**src/rtl/div_unit_if.sv**
```systemverilog
// rtl/div_unit_if.sv - issue and write-back signal bundle for the iterative divider.
interface div_unit_if #(parameter int XLEN = 32);
  logic            in_valid;
  logic [1:0]      in_op;
  logic [XLEN-1:0] rs1_data;
  logic [XLEN-1:0] rs2_data;
  logic [4:0]      rd_addr;
  logic [XLEN-1:0] instr_tag;
  logic [31:0]     instr;
  logic [XLEN-1:0] out;
  logic [4:0]      out_rd_addr;
  logic            out_rd_wr_en;
  logic [XLEN-1:0] instr_tag_out;
  logic [31:0]     instr_out;
  logic            div_busy;

  modport master (
    output in_valid, in_op, rs1_data, rs2_data, rd_addr, instr_tag, instr,
    input  out, out_rd_addr, out_rd_wr_en, instr_tag_out, instr_out, div_busy
  );

  modport slave (
    input  in_valid, in_op, rs1_data, rs2_data, rd_addr, instr_tag, instr,
    output out, out_rd_addr, out_rd_wr_en, instr_tag_out, instr_out, div_busy
  );
endinterface

```
**src/rtl/div_unit.sv**
```systemverilog
// rtl/div_unit.sv - radix-2 restoring divider for DIV/DIVU/REM/REMU, one quotient bit per cycle.
module div_unit #(
  parameter int XLEN = 32
) (
  input  logic     clk,
  input  logic     rst_n,
  input  logic     freeze,
  div_unit_if.slave io
);

  localparam int CW = $clog2(XLEN);
  localparam logic [XLEN-1:0] MIN_VAL = {1'b1, {(XLEN-1){1'b0}}};

  typedef enum logic [2:0] {
    S_IDLE,
    S_PREP,
    S_ITER,
    S_FIX,
    S_DONE
  } state_t;

  state_t          state_q, state_d;
  logic [1:0]      op_q, op_d;
  logic [XLEN-1:0] quo_q, quo_d;
  logic [XLEN-1:0] dvs_q, dvs_d;
  logic [XLEN-1:0] rem_q, rem_d;
  logic [CW-1:0]   cnt_q, cnt_d;
  logic            qneg_q, qneg_d;
  logic            rneg_q, rneg_d;
  logic [4:0]      rd_q, rd_d;
  logic [XLEN-1:0] tag_q, tag_d;
  logic [31:0]     instr_q, instr_d;
  logic [XLEN-1:0] res_q, res_d;
  logic [4:0]      out_rd_q, out_rd_d;
  logic [XLEN-1:0] out_tag_q, out_tag_d;
  logic [31:0]     out_instr_q, out_instr_d;
  logic            wr_q, wr_d;

  logic            is_signed;
  logic            finish;
  logic [XLEN:0]   shifted;
  logic [XLEN:0]   trial;

  function automatic logic [XLEN-1:0] negate(input logic [XLEN-1:0] x);
    return ~x + XLEN'(1);
  endfunction

  // quo_q holds the dividend until ITER shifts quotient bits in from the right.
  assign is_signed = ~op_q[0];
  assign shifted   = {rem_q, quo_q[XLEN-1]};
  assign trial     = shifted - {1'b0, dvs_q};

  always_comb begin
    state_d     = state_q;
    op_d        = op_q;
    quo_d       = quo_q;
    dvs_d       = dvs_q;
    rem_d       = rem_q;
    cnt_d       = cnt_q;
    qneg_d      = qneg_q;
    rneg_d      = rneg_q;
    rd_d        = rd_q;
    tag_d       = tag_q;
    instr_d     = instr_q;
    res_d       = res_q;
    out_rd_d    = out_rd_q;
    out_tag_d   = out_tag_q;
    out_instr_d = out_instr_q;
    wr_d        = 1'b0;
    finish      = 1'b0;

    case (state_q)
      S_IDLE: begin
        if (io.in_valid) begin
          op_d    = io.in_op;
          quo_d   = io.rs1_data;
          dvs_d   = io.rs2_data;
          rd_d    = io.rd_addr;
          tag_d   = io.instr_tag;
          instr_d = io.instr;
          state_d = S_PREP;
        end
      end

      S_PREP: begin
        if (dvs_q == '0) begin
          res_d  = op_q[1] ? quo_q : '1;
          finish = 1'b1;
        end else if (is_signed && quo_q == MIN_VAL && dvs_q == '1) begin
          res_d  = op_q[1] ? '0 : quo_q;
          finish = 1'b1;
        end else begin
          // The most negative dividend negates to itself, read as unsigned 2^(XLEN-1).
          quo_d   = (is_signed && quo_q[XLEN-1]) ? negate(quo_q) : quo_q;
          dvs_d   = (is_signed && dvs_q[XLEN-1]) ? negate(dvs_q) : dvs_q;
          qneg_d  = is_signed & (quo_q[XLEN-1] ^ dvs_q[XLEN-1]);
          rneg_d  = is_signed & quo_q[XLEN-1];
          rem_d   = '0;
          cnt_d   = '0;
          state_d = S_ITER;
        end
      end

      S_ITER: begin
        if (!trial[XLEN]) begin
          rem_d = trial[XLEN-1:0];
          quo_d = {quo_q[XLEN-2:0], 1'b1};
        end else begin
          rem_d = shifted[XLEN-1:0];
          quo_d = {quo_q[XLEN-2:0], 1'b0};
        end
        cnt_d = cnt_q + CW'(1);
        if (cnt_q == CW'(XLEN - 1)) begin
          state_d = S_FIX;
        end
      end

      S_FIX: begin
        if (op_q[1]) begin
          res_d = rneg_q ? negate(rem_q) : rem_q;
        end else begin
          res_d = qneg_q ? negate(quo_q) : quo_q;
        end
        finish = 1'b1;
      end

      S_DONE: begin
        state_d = S_IDLE;
      end

      default: begin
        state_d = S_IDLE;
      end
    endcase

    if (finish) begin
      state_d     = S_DONE;
      wr_d        = 1'b1;
      out_rd_d    = rd_q;
      out_tag_d   = tag_q;
      out_instr_d = instr_q;
    end
  end

  always_ff @(posedge clk or negedge rst_n) begin
    if (!rst_n) begin
      state_q     <= S_IDLE;
      op_q        <= '0;
      quo_q       <= '0;
      dvs_q       <= '0;
      rem_q       <= '0;
      cnt_q       <= '0;
      qneg_q      <= 1'b0;
      rneg_q      <= 1'b0;
      rd_q        <= '0;
      tag_q       <= '0;
      instr_q     <= '0;
      res_q       <= '0;
      out_rd_q    <= '0;
      out_tag_q   <= '0;
      out_instr_q <= '0;
      wr_q        <= 1'b0;
    end else if (!freeze) begin
      state_q     <= state_d;
      op_q        <= op_d;
      quo_q       <= quo_d;
      dvs_q       <= dvs_d;
      rem_q       <= rem_d;
      cnt_q       <= cnt_d;
      qneg_q      <= qneg_d;
      rneg_q      <= rneg_d;
      rd_q        <= rd_d;
      tag_q       <= tag_d;
      instr_q     <= instr_d;
      res_q       <= res_d;
      out_rd_q    <= out_rd_d;
      out_tag_q   <= out_tag_d;
      out_instr_q <= out_instr_d;
      wr_q        <= wr_d;
    end
  end

  assign io.out           = res_q;
  assign io.out_rd_addr   = out_rd_q;
  assign io.out_rd_wr_en  = wr_q;
  assign io.instr_tag_out = out_tag_q;
  assign io.instr_out     = out_instr_q;
  assign io.div_busy      = (state_q != S_IDLE);

endmodule

```
**src/flat_wrapper.sv**
```systemverilog
// flat-port wrapper written by rule: the top's interface ports become plain ports
module div_unit_flat 
#(
  parameter int XLEN = 32
)
  (clk, rst_n, freeze, io_in_valid, io_in_op, io_rs1_data, io_rs2_data, io_rd_addr, io_instr_tag, io_instr, io_out, io_out_rd_addr, io_out_rd_wr_en, io_instr_tag_out, io_instr_out, io_div_busy);
  div_unit_if #(.XLEN(XLEN)) io_i ();
  input  logic clk;
  input  logic rst_n;
  input  logic freeze;
  input wire logic [$bits(io_i.in_valid)-1:0] io_in_valid;
  input wire logic [$bits(io_i.in_op)-1:0] io_in_op;
  input wire logic [$bits(io_i.rs1_data)-1:0] io_rs1_data;
  input wire logic [$bits(io_i.rs2_data)-1:0] io_rs2_data;
  input wire logic [$bits(io_i.rd_addr)-1:0] io_rd_addr;
  input wire logic [$bits(io_i.instr_tag)-1:0] io_instr_tag;
  input wire logic [$bits(io_i.instr)-1:0] io_instr;
  output wire logic [$bits(io_i.out)-1:0] io_out;
  output wire logic [$bits(io_i.out_rd_addr)-1:0] io_out_rd_addr;
  output wire logic [$bits(io_i.out_rd_wr_en)-1:0] io_out_rd_wr_en;
  output wire logic [$bits(io_i.instr_tag_out)-1:0] io_instr_tag_out;
  output wire logic [$bits(io_i.instr_out)-1:0] io_instr_out;
  output wire logic [$bits(io_i.div_busy)-1:0] io_div_busy;
  assign io_i.in_valid = io_in_valid;
  assign io_i.in_op = io_in_op;
  assign io_i.rs1_data = io_rs1_data;
  assign io_i.rs2_data = io_rs2_data;
  assign io_i.rd_addr = io_rd_addr;
  assign io_i.instr_tag = io_instr_tag;
  assign io_i.instr = io_instr;
  assign io_out = io_i.out;
  assign io_out_rd_addr = io_i.out_rd_addr;
  assign io_out_rd_wr_en = io_i.out_rd_wr_en;
  assign io_instr_tag_out = io_i.instr_tag_out;
  assign io_instr_out = io_i.instr_out;
  assign io_div_busy = io_i.div_busy;
  div_unit #(.XLEN(XLEN)) u_core (.clk(clk), .rst_n(rst_n), .freeze(freeze), .io(io_i));
endmodule
```
**config.mk**
```make
export PLATFORM = sky130hd
export DESIGN_NAME = div_unit_flat
export DESIGN_NICKNAME = d
export VERILOG_FILES = /design/src/rtl/div_unit_if.sv /design/src/rtl/div_unit.sv /design/src/flat_wrapper.sv
export SDC_FILE = /design/constraint.sdc
export NUM_CORES = 1
export LEC_CHECK = 0
export BUFFER_PORTS_ARGS = -buffer_cell sky130_fd_sc_hd__buf_2
export CAP_MARGIN = 20
export CORE_ASPECT_RATIO = 0.6
export CORE_UTILIZATION = 30
export CTS_BUF_LIST = sky130_fd_sc_hd__clkbuf_4
export DETAILED_ROUTE_END_ITERATION = 12
export PLACE_DENSITY = 0.59
export SYNTH_ARGS = -nofsm -noshare
export SYNTH_HDL_FRONTEND = slang
export SYNTH_SLANG_ARGS = --single-unit
```
**constraint.sdc**
```tcl
create_clock -name clk -period 6.2 [get_ports clk]
set_input_delay 0.93 -clock clk [delete_from_list [all_inputs] [get_ports clk]]
set_output_delay 0.93 -clock clk [all_outputs]
set_load 0.01 [all_outputs]
```
# After elaboration in Yosys (flattened, before gate mapping)
# Cells that the tools add are included.
[word_totals] regBits=279 rom_bits=0 mem_count=0 elab_cells=103 ramBits=0 latch_bits=0 inputBits=139 output_inout_bits=103
[op_classes] n_eq_ne=17 bitwise_logic=10 reduce_logical=19 add_sub_neg=5 muxes=36 n_mul=0 shifts=0 order_cmp=0 div_mod_pow=0
[op_table] op="$mux 32" count=18
[op_table] op="$pmux 32 s2" count=3
[op_table] op="$add 32x1->32 const B" count=3
[op_table] op="$not 32->32" count=3
[op_table] op="$pmux 32 s3" count=1
[op_table] op="$eq 32x32->1 const B" count=2
[op_table] op="$sub 33x32->33" count=1
[op_table] op="$logic_not 32->1" count=1
[op_table] op="$reduce_and 6->1" count=3
[op_table] op="$mux 3" count=5
[op_table] op="$pmux 3 s4" count=1
[op_table] op="$mux 5" count=2
[op_table] op="$pmux 5 s2" count=1
[op_table] op="$ne 3x2->1 const B" count=3
[op_table] op="$reduce_and 4->1" count=2
[op_table] op="$eq 3x2->1 const B" count=2
[op_table] op="$ne 2x1->1 const B" count=3
[op_table] op="$ne 2x2->1 const B" count=3
[op_table] op="$ne 3x1->1 const B" count=2
[op_table] op="$reduce_and 3->1" count=2
[op_table] op="$reduce_bool 2->1" count=3
[op_table] op="$reduce_bool 3->1" count=2
[op_table] op="$add 5x1->5 const B" count=1
[op_table] op="$eq 5x5->1 const B" count=1
[op_table] op="9 further kinds" count=19

# Longest topological paths before layout
# Gate-level depths: netlist of run 1.
[logic_depth] word_depth=8 depth_mapped=14 depth_no_buf=12

# Worst setup path after synthesis of run 1
# Ideal clock, no wire load.
[synth_timing] path_type="reg-to-reg" start="register u_core.quo_q[31]" end="register u_core.rem_q[12]" path_stages_with_launch=14 synth_period_minus_slack_ps=3291 setup_time_ps=124 slack_ps=2909 n_path_buf=1 required_time_ps=6076 t_arrival_ps=3167 path_cell_list="dfrtp_1 -> inv_1 -> ha_1 -> fa_1 -> nand2b_1 -> a21oi_1 -> a211oi_2 -> o311ai_4 -> a311oi_1 -> or2_1 -> a311o_1 -> buf_2 -> nor4b_1 -> a211o_1"
[synth_between] elab_chain_len=5 word_cells_on_any_way=8 cone_classes="1 x add/sub; 2 x eq/ne; 2 x mux; 3 x reduce/logical"
[synth_lines] element="start, declared" line_no="div_unit.sv:24" text="logic [XLEN-1:0] quo_q, quo_d;"
[synth_lines] element="start signal, assigned" line_no="div_unit.sv:166" text="quo_q <= quo_d;"
[synth_lines] element="parallel branches: the longest is 5 deep, another holds $sub 33x32->33"
[synth_lines] element="end signal, assigned" line_no="div_unit.sv:168" text="rem_q <= rem_d;"
[synth_lines] element="end, declared" line_no="div_unit.sv:26" text="logic [XLEN-1:0] rem_q, rem_d;"
# Several ways; the timed one is not identified.
# A chain may end at the register's enable or synchronous reset.

# Worst setup path after layout of run 1
# Same ends and word-level chain as after synthesis.

==> metrics.md, run 1 <==
| Metric | Value |
|---|---|
| First-pass GRT wire length | `81600 um` |
| Pin count of the biggest net entering global routing | `147` |
| Post-CTS Setup Inserts | `0` |
| TNS Setup | `0 ns` |
| Worst Setup EP | `u_core.rem_q[12]$_DFFE_PN0P_` |
| Max clock buf depth | `3` |
| CP startpoint kind | `flop` |
| Final wirelength | `~53000 um` |
| Design Power | `9190 uW` |
| Flip-flop and latch area | `approximately 7000 sq um` |
| Seq/Total Area, Yosys | `42.3%` |
| Endpoints failing setup | `0` |
| Post-synth ARST share | `100%` |
| Via density | `roughly 5.4` |
| Worst Clk Skew | `0.0637 ns` |
| Port bufs | `241` |
| Hold violation count in the final report | `0` |
| Cell Rows | `66` |
| Design area | `19200 sq um` |
| Avg Inst Size Synth | `~9.5 sq um` |
| Core area | `54300 sq um` |
| Final Wtd Congestion | `0.904` |
| R2R Path Start | `u_core.quo_q[31]$_DFFE_PN0P_` |
| Capture point of the worst reg-to-reg path | `u_core.rem_q[12]$_DFFE_PN0P_` |
| Die Span Y | `184 um` |
| DRT iter0 DRCs | `1351` |
| Most common cell in the netlist | `dfrtp_1` |
| Area of the multi-input gates | `8770 sq um` |
| Top cells by area, synth | `dfrtp_1, mux2_2, nand2_1` |
| DRT Pass-1 Iters | `6` |
| Cts repair resizes | `0` |
| Hpwl dp | `38000 um` |
| Layout Utilization | `a little over a third` |
| Initial antenna violation count | `9` |
| Initial Utilization | `30.5%` |
| IO Pins | `242` |
| Yosys cell types | `86` |
| R2r setup slk | `1.94 ns` |
| Ratio of cells with drive above 1 in the final layout | `26.6%` |
| TritonCTS clock tree | `built` |
| DRC errors left | `0` |
| Worst VDD drop | `between 0.00015 and 0.0002 V` |
| R2R cell count | `13` |
| Cell Area, Synth | `16500 sq um` |
| Cell Area, Placed | `18200 sq um` |
| Synth top area share | `42.3%` |
| Via Count | `14600` |
| Min-Delay Path Class | `input pin to asynchronous set/reset pin` |
| RSZ-0062 raised after global routing | `no` |
| Slew Limit Fails | `0` |
| Seq cells post-synth | `approximately 280` |
| CP startpoint | `u_core.quo_q[31]$_DFFE_PN0P_` |
| Period utilization | `68.7%` |
| Worst Path Required | `6.84 ns` |
| Layout Nets | `about 2100` |
| Grt total ovfl | `0` |
| Fmax | `235 MHz` |
| Critical path peak fanout | `32` |
| TritonCTS sink count | `279` |
| Layout area overhead | `16.4%` |
| Worst-margin pin slew | `between 1 and 1.5 ns` |
| Top cell type by total area after synthesis | `dfrtp_1` |
| Total number of yosys warnings | `0` |
| CP Class | `flop to flop` |
| Ys flop type | `dfrtp_1` |
| Crit end category | `flop` |
| Post-synth EDFFs | `0` |
| Mapped Cells | `about 1700` |
| GRT Total Usage | `18.6%` |
| Clk slew on worst S/H paths | `0.07 ns` |
| Slew margin rel. | `24.0%` |
| Arrival @ worst endpoint | `4.90 ns` |
| Clock Latency Late Sink | `about 0.78 ns` |
| Root Buffer | `clkbuf_4` |
| PD cells | `approximately 480 nW/um^2` |
| CTS Buf Count | `75` |
| Static Leak | `0.00858 uW` |
| Vias in the first global route | `14100` |
| H-tree levels | `3` |
| Minimum clock period | `4.26 ns` |
| Post-Syn Nets | `1924` |
| Filler instances | `~5500` |
| Maxcap violations | `0` |
| WL per Instance | `19.3 um` |
| Final ANT Viol Nets | `0` |
| Die Area | `56000 sq um` |
| CTS Hold Bufs | `0` |
| Die width | `around 300 um` |
| Post-synth top cells | `dfrtp_1, nand2_1, o21ai_0` |
| Status | `completed` |
power by group:
part | switching (uW) | leakage [uW] | total (uW) | internal (uW)
registers | 769 | 0.00352 | 3350 | 2590
clock network | 809 | 0.000559 | 1740 | 933
logic | 2360 | 0.00450 | 4090 | 1730
worst min path at each step:
stage / startpoint / end / slack, ns / cells past startpoint
CTS: rst_n / u_core.tag_q[7]$_DFFE_PN0P_ / 0.15 / 1
detailed placement: u_core.io.out[31]$_DFFE_PN0P_ / u_core.io.out[31]$_DFFE_PN0P_ / 0.47 / 1
floorplan: u_core.cnt_q[4]$_DFFE_PN0P_ / u_core.cnt_q[4]$_DFFE_PN0P_ / 0.45 / 2
global route: rst_n / u_core.rd_q[3]$_DFFE_PN0P_ / 0.15 / 1
finish: rst_n / u_core.rd_q[3]$_DFFE_PN0P_ / 0.18 / 1
global placement: u_core.io.out[29]$_DFFE_PN0P_ / u_core.io.out[29]$_DFFE_PN0P_ / 0.46 / 1
cells in the final DEF, fill, tap and decap left out, types with 30 or more instances in the layout:
cell type	Yosys	layout
ha_1	38	38
clkbuf_4	0	104
nand2_1	172	171
a21oi_1	109	109
nor2_1	98	96
o21ai_0	120	120
o21ai_1	50	49
nor3_1	61	61
mux2i_1	30	30
buf_2	25	240
dfrtp_1	279	279
inv_1	53	53
xnor2_1	53	53
mux2_2	117	117
flip-flops by register name, summed over array words and instances (netlist names), 32 cells and up:
register and cells:
u_core.dvs_q 32, u_core.instr_q 32, u_core.io.instr_out 32, u_core.io.instr_tag_out 32, u_core.io.out 32, u_core.quo_q 32
u_core.rem_q 32, u_core.tag_q 32
worst max-delay path: stages, from the launching register on:
cell and delay, ns:
dfrtp_1 0.46, inv_1 0.17, ha_1 0.24, fa_1 0.41, nand2b_1 0.18, a21oi_1 0.17, a211oi_2 0.10, o311ai_4 0.48
a311oi_1 0.33, or2_1 0.35, a311o_2 0.38, buf_4 0.30, nor4b_1 0.21, a211o_1 0.30
logic make-up (layout without fill, tap and decap cells):
kind of cell | after synthesis | after routing | synth area share [%]
simple gates | 491 | 491 | 14.9
mux | 175 | 175 | 11.7
other cells | 0 | 7 | 0
buf+inv | 186 | 438 | 4.82
xor+xnor | 80 | 80 | 4.24
flops | 279 | 279 | 42.3
fa+ha+maj | 39 | 39 | 3.00
compound gates | 496 | 496 | 19.0
per-stage QoR:
step	hold slack [ns]	cells	setup WS [ns]
5_1_grt	0.151	2719	1.61
3_5_place_dp	0.466	2590	2.05
4_1_cts	0.154	2711	2.00
3_3_place_gp	0.458	2590	2.14
6_report	0.176	2719	1.94
2_1_floorplan	0.445	1746	2.91
per-layer routing:
metal | share of wire, % | GRT usage [%] | wire (um)
met5 | 0.019 | 0 | 10
met4 | 3.0 | 7.82 | 1560
met2 | 44 | 27.8 | 23400
met3 | 7.8 | 4.59 | 4080
met1 | 45 | 25.6 | 23500
final cells by class:
cell class / count / area share (%)
clock inverter: 17 / 0.930
timing repair buffer: 262 / 7.27
tap: 714 / 4.65
multi-input combinational: 1281 / 45.6
antenna: 7 / 0.0911
clock buffer: 104 / 4.06
inverter: 55 / 1.07
sequential: 279 / 36.3
(Power assumes the default switching activity.)
==> inputs of run 2 (changes only) <==
==> constraint.sdc (replaced) <==
create_clock -name clk -period 4.4 [get_ports clk]
set_input_delay 0.66 -clock clk [delete_from_list [all_inputs] [get_ports clk]]
set_output_delay 0.66 -clock clk [all_outputs]
set_load 0.01 [all_outputs]
==> run 2 against run 1 <==
Sequential share of layout area fell by 0.24 points. Fmax rose by 7.6%. Critical path depth fell by 1. Non-clock buffer count rose by 17. First-iteration DRC count rose by 8.5%. Core utilization rose by 0.24 points. Sequential cell count did not move. Register-to-register slack got worse by 1.5 ns. Global-route usage rose by 0.69 points. Die area did not move. Design area rose by 0.66%. Final cell count rose by 0.99%. Critical endpoint is now u_core.quo_q[21]$_DFFE_PN0P_. Largest cell class unchanged. Largest power group unchanged.
==> metrics.md, run 2 (synthesized netlist as in run 1, its figures left out) <==
| Metric | Value |
|---|---|
| Commonest non-fill, non-tap cells in the layout | `dfrtp_1, buf_2, nand2_1, o21ai_0, mux2_2` |
| Clock Latency Late Sink | `0.77 ns (about the same)` |
| TritonCTS sink count | `279 (unchanged)` |
| CP startpoint | `u_core.dvs_q[1]$_DFFE_PN0N_` |
| Area of the multi-input gates | `8770 sq um (unchanged)` |
| Worst hold slack | `0.128 ns (-0.0481 ns)` |
| R2R cell count | `12 (-1)` |
| Static Leak | `0.00868 uW (+1.1%)` |
| Net Sw Frac | `43.6% (+0.77 points)` |
| Worst-margin pin slew | `1.05 ns (-0.0930 ns)` |
| TritonCTS clock tree | `built` |
| CP startpoint kind | `flop` |
| Port bufs | `241 (unchanged)` |
| Core area | `54300 sq um (unchanged)` |
| RSZ-0062 raised after global routing | `no` |
| Post-CTS Setup Inserts | `0 (unchanged)` |
| GRT Total Usage | `19.3% (+0.69 points)` |
| Period utilization | `89.9% (+21 points)` |
| Final Wtd Congestion | `0.870 (-3.8%)` |
| Filler instances | `5519 (+0.66%)` |
| DRC errors left | `0 (unchanged)` |
| Critical path peak fanout | `20 (-38%)` |
| First-pass GRT wire length | `84300 um (+3.3%)` |
| CTS Buf Count | `77 (+2.7%)` |
| Hold violation count in the final report | `0 (unchanged)` |
| Layout area overhead | `17.2%` |
| Switching power | `5610 uW (+42%)` |
| Hpwl dp | `39600 um (+4.1%)` |
| Grt total ovfl | `0 (unchanged)` |
| Logic pwr share | `45.7% (+1.2 points)` |
| Design area | `19400 sq um (+0.66%)` |
| Die Area | `56000 sq um (unchanged)` |
| Die width | `305 um (unchanged)` |
| Worst VDD drop | `0.000278 V (+68%)` |
| Cell Int Power | `7250 uW (+38%)` |
| IO Pins | `242 (unchanged)` |
| PD cells | `664 nW/um^2 (+39%)` |
| Min-Delay Path Class | `input pin to flop` |
| Final ANT Viol Nets | `0 (unchanged)` |
| Ratio of cells with drive above 1 in the final layout | `27.2% (+0.62 points)` |
| Crit end category | `flop` |
| Initial Utilization | `30.5% (unchanged)` |
| Die Span Y | `184 um (unchanged)` |
| Root Buffer | `clkbuf_4` |
| Fmax | `253 MHz (+7.6%)` |
| WL per Instance | `19.8 um (+2.5%)` |
| Slew Limit Fails | `0 (unchanged)` |
| R2R Path Start | `u_core.dvs_q[1]$_DFFE_PN0N_` |
| Endpoints failing setup | `0 (unchanged)` |
| Worst Clk Skew | `0.0888 ns (+0.0251 ns)` |
| CP Class | `flop to flop` |
| Vias in the first global route | `14300 (+1.5%)` |
| Pin count of the biggest net entering global routing | `109 (-26%)` |
| Commonest non-fill, non-tap cell in the layout | `dfrtp_1` |
| DRT Pass-1 Iters | `8 (+2)` |
| Cell Area, Placed | `18400 sq um (+1.0%)` |
| Final wirelength | `54400 um (+3.5%)` |
| Minimum clock period | `3.96 ns (-0.300 ns)` |
| Max clock buf depth | `3 (unchanged)` |
| Via Count | `14700 (+0.24%)` |
| R2r setup slk | `0.44 ns (-1.50 ns)` |
| Slew margin rel. | `30.2% (+6.2 points)` |
| Cell Rows | `66 (unchanged)` |
| Worst Setup EP | `u_core.quo_q[21]$_DFFE_PN0P_` |
| Worst Path Required | `5.04 ns (-1.80 ns)` |
| Flip-flop and latch area | `6980 sq um (unchanged)` |
| Sequential fraction of design power | `36.4% (about the same)` |
| Arrival @ worst endpoint | `4.60 ns (-0.30 ns)` |
| DRT iter0 DRCs | `1466 (+8.5%)` |
| Clk slew on worst S/H paths | `0.07 ns (about the same)` |
| Clock network fraction of total power | `17.8% (-1.2 points)` |
| Layout Nets | `2151 (+0.89%)` |
| TNS Setup | `0 ns (unchanged)` |
| Capture point of the worst reg-to-reg path | `u_core.quo_q[21]$_DFFE_PN0P_` |
| Maxcap violations | `0 (unchanged)` |
| Via density | `5.34 (-0.75%)` |
| Layout Utilization | `35.7% (+0.24 points)` |
| Status | `completed` |
| H-tree levels | `3 (unchanged)` |
| Initial antenna violation count | `9 (unchanged)` |
run 2: layout make-up:
type / count / area share [%]
repair buffers: 279 / 8.16
clock inverters: 24 / 0.511
diodes: 6 / 0.0776
multi-input cells: 1281 / 45.3
clock buffers: 108 / 4.19
inverters: 55 / 1.07
well taps: 714 / 4.61
flip-flops and latches: 279 / 36.1
run 2: critical path, cell delays in order (launching register included):
cell	delay, ns
dfrtp_1	0.43
inv_1	0.11
ha_1	0.22
nor3b_1	0.40
nand4_1	0.36
nor4_1	0.73
and2_1	0.29
nor3_1	0.10
o211ai_1	0.19
nand2b_2	0.50
buf_4	0.29
o21ai_0	0.11
o21ai_0	0.09
run 2: metal layers:
layer  share of wire (%)  vias up  track usage (%)
met4                 1.7        6             5.54
met2                  45      466             29.3
met3                 6.5       71             4.25
met5                0.32        -             1.89
li1                    -     6893                -
met1                  47     7237             27.3
run 2: timing repair:
| action | in CTS | in global routing |
|---|---|---|
| hold endpoints to repair | 83 | 0 |
| hold buffers | 1 | 0 |
| gates resized for setup | 0 | 0 |
run 2: per-stage QoR:
step                      setup slack (ns)  std cells  power, uW
after floorplan                       1.11       1746       8470
after global placement               0.650       2607      10300
after detailed placement             0.521       2607      10500
after CTS                            0.484       2740      12900
after global routing                 0.163       2745      13800
final                                0.443       2746      12900
run 2: how the worst min path moves through the flow:
stage / cells after the start / to / start
3_3_place_gp: 2 / u_core.cnt_q[4]$_DFFE_PN0P_ / u_core.cnt_q[4]$_DFFE_PN0P_
5_1_grt: 2 / u_core.instr_q[10]$_DFFE_PN0P_ / io_instr[10]
2_1_floorplan: 0 / u_core.cnt_q[0]$_DFFE_PN0P_ / rst_n
3_5_place_dp: 1 / u_core.io.out[7]$_DFFE_PN0P_ / u_core.io.out[7]$_DFFE_PN0P_
6_report: 2 / u_core.instr_q[15]$_DFFE_PN0P_ / io_instr[15]
4_1_cts: 2 / u_core.instr_q[10]$_DFFE_PN0P_ / io_instr[10]
run 2: power groups by stage:
stage / combinational, uW / sequential (uW) / clock, uW
3_3_place_gp: 5710 / 4620 / 0
3_5_place_dp: 5830 / 4710 / 0
4_1_cts: 5850 / 4660 / 2390
5_1_grt: 6430 / 4860 / 2510
2_1_floorplan: 4020 / 4450 / 0
6_report: 5880 / 4680 / 2290
